$ cat src/rtl/seq_match_counter.sv
// seq_match_counter: counts one-cycle match strobes over consecutive
// programmable windows and publishes each window's count on a
// valid/ready report port with overwrite detection.
// Optional feature macro: MATCH_IRQ_EN (adds thresh input and irq output).
module seq_match_counter #(
    parameter int CNT_W = 8,
    parameter int WIN_W = 16
) (
    input  logic             clk,
    input  logic             reset,
    input  logic             enable,
    input  logic [WIN_W-1:0] window_len,
    input  logic             match_in,
`ifdef MATCH_IRQ_EN
    input  logic [CNT_W-1:0] thresh,
    output logic             irq,
`endif
    output logic             rpt_valid,
    input  logic             rpt_ready,
    output logic [CNT_W-1:0] rpt_count,
    output logic             rpt_sat,
    output logic             rpt_lost
);

    typedef enum logic {IDLE, COUNT} state_t;

    localparam logic [CNT_W-1:0] CNT_MAX = {CNT_W{1'b1}};
    localparam logic [WIN_W-1:0] WIN_ONE = {{(WIN_W-1){1'b0}}, 1'b1};

    // Saturating increment: returns {overflow, next_value}.
    function automatic logic [CNT_W:0] sat_inc(input logic [CNT_W-1:0] v, input logic inc);
        logic [CNT_W:0] r;
        if (inc && (v == CNT_MAX)) begin
            r = {1'b1, CNT_MAX};
        end else if (inc) begin
            r = {1'b0, v + {{(CNT_W-1){1'b0}}, 1'b1}};
        end else begin
            r = {1'b0, v};
        end
        return r;
    endfunction

    state_t           state, state_nx;
    logic [WIN_W-1:0] win_rem, win_rem_nx;
    logic [CNT_W-1:0] cnt, cnt_nx;
    logic             sat, sat_nx;
    logic [CNT_W:0]   inc_res;
    logic             rpt_load;
    logic [CNT_W-1:0] ld_count;
    logic             ld_sat;
`ifdef MATCH_IRQ_EN
    logic             irq_nx;
    logic             thr_hit;
`endif

    assign inc_res = sat_inc(cnt, match_in);

`ifdef MATCH_IRQ_EN
    // The count only rises, so "becomes equal" is a real increment landing on thresh.
    assign thr_hit = match_in && !inc_res[CNT_W] && (thresh != '0)
                     && (inc_res[CNT_W-1:0] == thresh);
`endif

    // Next-state, window bookkeeping and report-load decision.
    always_comb begin
        state_nx   = state;
        win_rem_nx = win_rem;
        cnt_nx     = cnt;
        sat_nx     = sat;
        rpt_load   = 1'b0;
        ld_count   = inc_res[CNT_W-1:0];
        ld_sat     = sat | inc_res[CNT_W];
`ifdef MATCH_IRQ_EN
        irq_nx     = 1'b0;
`endif
        case (state)
            IDLE: begin
                if (enable && (window_len != '0)) begin
                    state_nx   = COUNT;
                    win_rem_nx = window_len;
                    cnt_nx     = '0;
                    sat_nx     = 1'b0;
                end
            end
            COUNT: begin
                if (win_rem == WIN_ONE) begin
                    // Last window cycle: report includes this cycle's match.
                    rpt_load = 1'b1;
`ifdef MATCH_IRQ_EN
                    irq_nx   = thr_hit;
`endif
                    cnt_nx   = '0;
                    sat_nx   = 1'b0;
                    if (enable && (window_len != '0)) begin
                        win_rem_nx = window_len;
                    end else begin
                        state_nx   = IDLE;
                        win_rem_nx = '0;
                    end
                end else if (!enable) begin
                    // Abort: partial count is discarded without a report.
                    state_nx   = IDLE;
                    win_rem_nx = '0;
                    cnt_nx     = '0;
                    sat_nx     = 1'b0;
                end else begin
                    cnt_nx     = inc_res[CNT_W-1:0];
                    sat_nx     = sat | inc_res[CNT_W];
                    win_rem_nx = win_rem - WIN_ONE;
`ifdef MATCH_IRQ_EN
                    irq_nx     = thr_hit;
`endif
                end
            end
            default: state_nx = IDLE;
        endcase
    end

    // FSM state register.
    always_ff @(posedge clk) begin
        if (reset) begin
            state <= IDLE;
        end else begin
            state <= state_nx;
        end
    end

    // Window down-counter, match counter and saturation flag.
    always_ff @(posedge clk) begin
        if (reset) begin
            win_rem <= '0;
            cnt     <= '0;
            sat     <= 1'b0;
        end else begin
            win_rem <= win_rem_nx;
            cnt     <= cnt_nx;
            sat     <= sat_nx;
        end
    end

    // Report register with handshake; a load while unaccepted marks the loss.
    always_ff @(posedge clk) begin
        if (reset) begin
            rpt_valid <= 1'b0;
            rpt_count <= '0;
            rpt_sat   <= 1'b0;
            rpt_lost  <= 1'b0;
        end else if (rpt_load) begin
            rpt_valid <= 1'b1;
            rpt_count <= ld_count;
            rpt_sat   <= ld_sat;
            if (rpt_valid && !rpt_ready) begin
                rpt_lost <= 1'b1;
            end
        end else if (rpt_valid && rpt_ready) begin
            rpt_valid <= 1'b0;
        end
    end

`ifdef MATCH_IRQ_EN
    // Registered one-cycle threshold pulse.
    always_ff @(posedge clk) begin
        if (reset) begin
            irq <= 1'b0;
        end else begin
            irq <= irq_nx;
        end
    end
`endif

endmodule

$ cat config.mk
export PLATFORM = sky130hd
export DESIGN_NAME = seq_match_counter
export DESIGN_NICKNAME = d
export VERILOG_FILES = /design/src/rtl/seq_match_counter.sv
export SDC_FILE = /design/constraint.sdc
export NUM_CORES = 1
export LEC_CHECK = 0
export CAP_MARGIN = 20
export CORE_MARGIN = 3
export CORE_UTILIZATION = 40
export DETAILED_ROUTE_END_ITERATION = 16
export HOLD_SLACK_MARGIN = 0.12
export SKIP_CTS_REPAIR_TIMING = 1
export SLEW_MARGIN = 20
export SYNTH_ARGS = -nofsm -noshare
export SYNTH_HDL_FRONTEND = slang
export SYNTH_SLANG_ARGS = --single-unit
export TNS_END_PERCENT = 30
$ cat constraint.sdc
create_clock -name clk -period 3.05 [get_ports clk]
set_input_delay 0.4575 -clock clk [delete_from_list [all_inputs] [get_ports clk]]
set_output_delay 0.4575 -clock clk [all_outputs]
set_load 0.03 [all_outputs]
### After elaboration in Yosys (flattened, before gate mapping)

Index checks and enable logic that the tools add are counted.

* register bits after elaboration: 37
* input port bits: 21
* output and inout port bits: 11
* logic and storage cells: 46

* $add $sub $neg: 2
* equal/unequal tests: 3
* multiplexer cells: 23
* bitwise logic cells: 2
* reduce and logical (&&, ||, !) cells: 8

Operator list (number)
* $mux W16: 4
* $mux W8: 4
* $pmux W16 S2: 1
* $eq A16 B1 Y1 const B: 1
* $pmux W8 S2: 1
* $reduce_bool A16 Y1: 1
* $sub A16 B1 Y16 const B: 1
* $mux W1: 10
* $mux W9: 1
* $add A8 B1 Y8 const B: 1
* $eq A8 B8 Y1 const B: 1
* $logic_and A1 B1 Y1: 4
* $pmux W1 S2: 2
* $ne A2 B2 Y1 const B: 1
* $reduce_and A2 Y1: 1
* $reduce_bool A2 Y1: 1
* $logic_not A1 Y1: 1
* $not A1 Y1: 1
* $or A1 B1 Y1: 1

### Logic depth before layout (Yosys ltp)

Gate-level depths: netlist (run 1).

* depth after elaboration: 7
* mapped depth: 9
* depth with buffers taken out: 7

### Least setup slack after synthesis (run 1)

No wires, ideal clock.

* path type: register -> register
* from: register win_rem[0]
* to: register win_rem[12]
* setup time: 0.122 ns
* arrival: 2.036 ns
* data required time: 2.928 ns
* slack: 0.892 ns
* cell stages (with the launch flop): 8
* path buffers: 0
* clock period less this slack: 2.158 ns
* cell sequence: dfxtp_1 > inv_1 > ha_1 > or3b_1 > or4_4 > o41ai_2 > o2bb2ai_1 > a221o_1

* cells in the longest elaborated chain, start to end: 4
* elaborated cells between the ends (all ways): 5
* classes of those cells: add/sub (1); eq/ne (1); mux (3)

RTL lines
* start: declaration: line 44 `logic [WIN_W-1:0] win_rem, win_rem_nx;`
* start signal: assignment: line 135 `win_rem <= win_rem_nx;`
* $sub A16 B1 Y16: line 109 `win_rem_nx = win_rem - WIN_ONE;`
* $mux W16: line 100 `end else if (!enable) begin`
* $mux W16 *: line 86 `if (win_rem == WIN_ONE) begin`
* $pmux W16 S2 *: line 76 `case (state)`

Every way passes the cells marked *; elsewhere a longest branch is shown, timed or not.
A chain may end at the register's enable or synchronous reset.

### Final worst setup path (run 1)

* from: input window_len[11]
* to: register win_rem[11]

* cells in the longest elaborated chain, start to end: 5
* elaborated cells between the ends (all ways): 7
* classes of those cells: eq/ne (1); mux (4); reduce/logical (2)

RTL lines
* start: declaration: line 12 `input logic [WIN_W-1:0] window_len,`
* $reduce_bool A16 Y1: line 78, 94
* $logic_and A1 B1 Y1: line 78, 94
* $mux W16: line 94 `if (enable && (window_len != '0)) begin`
* $mux W16: line 86
* $pmux W16 S2: line 76

Several ways; a longest one is shown, not always the timed one. The select of a mux whose other input is x is not followed.

==> flow_metrics.py, run 1 <==
metrics = {
    "timing": {
        "fin_crit_sh_pct": 83.66,
        "fmax_mhz": 391.9,
        "finClkSkew_ns": 0.004771,
        "fin_crit_ns": 2.552,
        "hold_violations": 0,
        "tns_ns": 0,
        "drv_slew": 0,
        "setup-violations-final": 0,
        "grt_setup_unrepaired": "false",
        "tightest_slew_ns": 1.048,
        "slew-limit-headroom_pct": 29.89,
        "setup_ws_ns": 0.4985,
    },
    "synthesis": {
        "ys_warn_count": 0,
        "synth_fa_ha_area_share_pct": 1.766,
        "synthCells": 260,
        "synth_top_family_by_area": "simple AND/OR/NAND/NOR gates",
        "synth_edf_count": 0,
        "async_flop_share_pct": 0,
        "yosys_register_bits": 37,
        "ys.flop_type": "dfxtp_1",
        "synth_cell_types": 54,
        "synth.avg_cell_area_um2": 8.176,
        "synth_nets": 284,
        "synth_area_um2": 2126,
        "synth-compound-area-share_pct": 27.25,
        "yosysSeqAreaShare_pct": 34.84,
        "synth-simple-area-share_pct": 29.08,
        "synth.area.mux_share_pct": 1.942,
        "synth_xor_area_share_pct": 0.4120,
    },
    "global_route": {
        "overflow": 0,
        "antenna_found_initial": 0,
        "grt_first_pass_wirelength_um": 9729,
        "grt_pass1_vias": 1964,
        "grt_max_degree": 20,
        "grt_util_all_layers_pct": 19.83,
    },
    "finish": {
        "final_nets": 317,
        "antenna_cells": 0,
        "num-fill-cells": 517,
        "area_growth_pct": 22.19,
        "fin_area_um2": 2597,
        "final_cell_mix": "37 x dfxtp_1, 31 x clkdlybuf4s50_1, 27 x a21oi_1",
        "drive_gt1_share_pct": 10.20,
        "final_common_cell": "dfxtp_1",
    },
    "floorplanning": {
        "core_area_um2": 4942,
        "die_x_um": 78.90,
        "die_h_um": 78.90,
        "io_pins": 32,
        "initial_core_util_pct": 43.01,
        "die_area_um2": 6225,
        "num_rows": 25,
    },
    "power": {
        "p_leak_nw": 0.9034,
        "p_comb_share_pct": 20.8,
        "p_switching_w": 0.0003409,
        "ir_worst_vdd_v": 0.0002192,
        "netSwitchingFraction_pct": 30.79,
        "p_clk_share_pct": 31.0,
        "totalPowerFinal_w": 0.001107,
        "powerDensity_nw_per_um2": 426.3,
        "p_seq_share_pct": 48.2,
        "internal_power_w": 0.0007664,
    },
    "detailed_routing": {
        "drc_errors": 0,
        "firstDrtPassIters": 5,
        "vias": 2097,
        "viasPerCell": 5.809,
        "drt_first_iter_violations": 173,
        "ant_nets": 0,
        "wl_um": 5708,
        "wl_per_cell_um": 15.81,
    },
    "place": {
        "post_dp_cell_area_um2": 2515,
        "hpwlAfterDp_um": 4148,
        "gp_congestion": 0.8672,
        "port_buffers": 31,
        "preCtsSetupSlack_ns": 0.2087,
    },
    "worst_setup_path": {
        "cp_max_fo": 7,
        "cp.required_ns": 3.23,
        "path_class": "input pin to flop",
        "rr_startpoint": "win_rem[0]",
        "cp-start-kind": "input pin",
        "crit_start": "window_len[11]",
        "critical_path_arrival_ns": 2.73,
        "crit_path_end_kind": "flop",
    },
    "cts": {
        "root_buffer": "clkbuf_8",
        "cts_htree_levels": 2,
        "cts_made_buffers": 5,
        "clkLatencyLatePin_ns": 0.29,
        "cts.sinks": 37,
        "clockBufferDepth": 2,
        "cts_tree": "yes",
        "path_clk_slew_ns": 0.07,
    },
    "worst_hold_path": {
        "hold_class": "flop to flop",
        "hp-start": "rpt_count[6]",
    },
    "run": {
        "max_cap_viol_count": 0,
    },
    "outcome": {
        "status": "completed",
    },
}
[logic make-up after synthesis]
kind of cell	Yosys count
flip-flops	37
AND/OR/NAND/NOR	114
multiplexers	4
XOR/XNOR	1
AO/OA/AOI/OAI	83
adder cells (fa/ha/maj)	3
buffers and inverters	18
[per-stage QoR]
| stage | cells | hold slack [ns] | utilization [%] |
|---|---|---|---|
| detailed placement | 353 | 0.4633 | 50.89 |
| global placement | 353 | 0.4594 | 50.89 |
| global route | 361 | 0.4957 | 52.56 |
| CTS | 361 | 0.4789 | 52.56 |
| floorplan | 260 | 0.4820 | - |
| finish | 361 | 0.4704 | 52.56 |
[critical path, stage by stage]
cell,delay (ns)
clkdlybuf4s50_1,0.47
or4_4,0.57
o41ai_4,0.51
buf_4,0.23
a21oi_2,0.09
a221oi_1,0.33
a21oi_1,0.06
[flip-flops by register name (all words and copies together), names as in the netlist]
signal / flops
cnt: 8
rpt_valid: 1
state: 1
win_rem: 16
rpt_lost: 1
rpt_sat: 1
rpt_count: 8
sat: 1
[layer usage]
metal | track usage, % | vias up | routed length, um
met5 | 0 | - | 0
met4 | 6.014 | 0 | 53
met3 | 3.628 | 4 | 211
met2 | 29.80 | 51 | 2487
met1 | 28.76 | 986 | 2955
li1 | - | 1056 | -
[layout make-up]
| class | count | area, um2 | share of cell area (%) |
|---|---|---|---|
| clock inverters | 2 | 10.01 | 0.3854 |
| flip-flops and latches | 37 | 740.7 | 28.52 |
| inverters | 4 | 15.01 | 0.5780 |
| clock buffers | 6 | 72.57 | 2.794 |
| well taps | 67 | 83.83 | 3.227 |
| repair buffers | 40 | 390.4 | 15.03 |
| multi-input cells | 205 | 1285 | 49.47 |
[cell usage after synthesis (4+ instances only)]
cell / number / area, um2
nand2_1: 22 / 82.58
dfxtp_1: 37 / 740.7
or4_4: 4 / 45.04
nor4_1: 9 / 56.30
inv_1: 4 / 15.01
nor3_1: 15 / 75.07
buf_2: 5 / 25.02
nand4_1: 5 / 31.28
a22oi_1: 4 / 30.03
a211oi_1: 10 / 75.07
and3_1: 7 / 43.79
o21ai_0: 12 / 60.06
clkbuf_1: 5 / 18.77
nor2_1: 24 / 90.09
nor2b_1: 5 / 31.28
a21oi_1: 27 / 135.1
[path summary, 6_finish.rpt]
check | end | slack, ns | depth (start not counted)
hold / removal | rpt_count[6] | 0.47 | 2
setup reg to reg | win_rem[12] | 0.53 | 7
setup / recovery | win_rem[11] | 0.50 | 7
hold reg to reg | rpt_count[6] | 0.47 | 2
[power groups by stage]
stage	Clock (W)	Combinational, W	Sequential (W)
6_report	0.000343	0.000230	0.000534
5_1_grt	0.000380	0.000253	0.000538
4_1_cts	0.000352	0.000228	0.000533
3_5_place_dp	0	0.000227	0.000545
3_3_place_gp	0	0.000228	0.000544
2_1_floorplan	0	0.000151	0.000536
(Power assumes the default switching activity.)
==> inputs of run 2 (changes only) <==
==> constraint.sdc (replaced) <==
create_clock -name clk -period 2.5 [get_ports clk]
set_input_delay 0.375 -clock clk [delete_from_list [all_inputs] [get_ports clk]]
set_output_delay 0.375 -clock clk [all_outputs]
set_load 0.03 [all_outputs]
==> flow_metrics.py, run 2 (synthesized netlist as in run 1, its figures left out) <==
metrics = {
    "global_route": {
        "grt_max_degree": 29,
        "overflow": 0,
        "antenna_found_initial": 0,
        "grt_pass1_vias": 2007,
        "grt_util_all_layers_pct": 20.43,
        "grt_first_pass_wirelength_um": 9901,
    },
    "finish": {
        "seqCellArea_um2": 740.7,
        "final_nets": 339,
        "fin_util_pct": 56.10,
        "drive_gt1_share_pct": 17.09,
        "num-fill-cells": 483,
        "regMostFlops": "win_rem",
        "fin_area_um2": 2773,
        "multiInputGateArea_um2": 1291,
        "final_common_cell": "dfxtp_1",
        "reg.largest.list": "win_rem x16, cnt x8, rpt_count x8",
        "antenna_cells": 0,
        "area_growth_pct": 30.43,
        "final_cell_mix": "37 x dfxtp_1, 31 x clkdlybuf4s50_1, 30 x buf_4",
        "largest_reg_flops": 16,
    },
    "place": {
        "hpwlAfterDp_um": 4377,
        "gp_congestion": 0.9717,
        "port_buffers": 31,
        "post_dp_cell_area_um2": 2680,
        "preCtsSetupSlack_ns": -0.1475,
    },
    "detailed_routing": {
        "wl_per_cell_um": 15.44,
        "drt_first_iter_violations": 147,
        "drc_errors": 0,
        "wl_um": 5914,
        "firstDrtPassIters": 4,
        "vias": 2156,
        "viasPerCell": 5.629,
        "ant_nets": 0,
    },
    "floorplanning": {
        "io_pins": 32,
        "num_rows": 25,
        "die_area_um2": 6225,
        "die_x_um": 78.90,
        "die_h_um": 78.90,
        "initial_core_util_pct": 43.01,
        "core_area_um2": 4942,
    },
    "timing": {
        "hold_violations": 0,
        "slew-limit-headroom_pct": 62.83,
        "grt_setup_unrepaired": "false",
        "fin_crit_sh_pct": 93.82,
        "fin_crit_ns": 2.346,
        "fmax_mhz": 426.3,
        "hold_slack_ns": 0.4774,
        "setup_ws_ns": 0.1545,
        "finClkSkew_ns": 0.006623,
        "drv_slew": 0,
        "tightest_slew_ns": 0.5525,
        "setup-violations-final": 0,
        "tns_ns": 0,
    },
    "cts": {
        "clkLatencyLatePin_ns": 0.30,
        "root_buffer": "clkbuf_8",
        "clockBufferDepth": 2,
        "path_clk_slew_ns": 0.08,
        "cts_htree_levels": 2,
        "cts_made_buffers": 5,
        "cts.sinks": 37,
        "cts_tree": "yes",
    },
    "worst_setup_path": {
        "critical_path_arrival_ns": 2.53,
        "cp-start-kind": "input pin",
        "crit_path_end_kind": "flop",
        "path_class": "input pin to flop",
        "cp.required_ns": 2.69,
        "cp_max_fo": 5,
    },
    "outcome": {
        "status": "completed",
    },
    "worst_hold_path": {
        "hold_class": "flop to flop",
    },
    "power": {
        "powerDensity_nw_per_um2": 498.3,
        "ir_worst_vdd_v": 0.0003193,
        "p_leak_nw": 1.010,
    },
    "run": {
        "max_cap_viol_count": 0,
    },
}
## run 2: cell count changes in the layout (fill, tap and decap cells not counted)
cell,delta
buf_4,+22
clkbuf_1,-1
clkinvlp_4,+1
nor4b_2,+1
nor4b_1,-1
## run 2: critical path: stages
cell,delay (ns)
clkdlybuf4s50_1,0.43
or4_4,0.57
o41ai_4,0.46
buf_4,0.21
nand2b_1,0.13
a221oi_1,0.29
a21oi_1,0.07
## run 2: final cells by class
cell class | count | area share (%)
inverter | 4 | 0.5415
clock buffer | 5 | 2.482
tap | 67 | 3.023
multi-input combinational | 205 | 46.57
sequential | 37 | 26.71
clock inverter | 3 | 0.6318
timing repair buffer | 62 | 20.04
## run 2: routing by layer
layer  track usage [%]  part of all wire [%]
met1             28.20                    48
met2             30.48                    45
met3             5.442                   5.7
met4             7.560                   1.6
met5                 0                     0
## run 2: path summary, 6_finish.rpt
kind,startpoint,to,slack [ns],cells after the start
max reg2reg,win_rem[0],win_rem[12],0.22,7
min,rpt_count[6],rpt_count[6],0.48,2
max,window_len[0],win_rem[11],0.15,7
min reg2reg,rpt_count[6],rpt_count[6],0.48,2
## run 2: power by group
part	leakage [nW]	internal, W	switching [W]
Clock	0.0439	0.000192	0.000228
Combinational	0.665	0.000150	0.000162
Sequential	0.301	0.000614	0.0000351
## run 2: through the flow
stage          std cells  power [W]
2_1_floorplan        260  0.0008376
3_3_place_gp         375  0.0009684
3_5_place_dp         375  0.0009684
4_1_cts              383   0.001390
5_1_grt              383   0.001454
6_report             383   0.001382
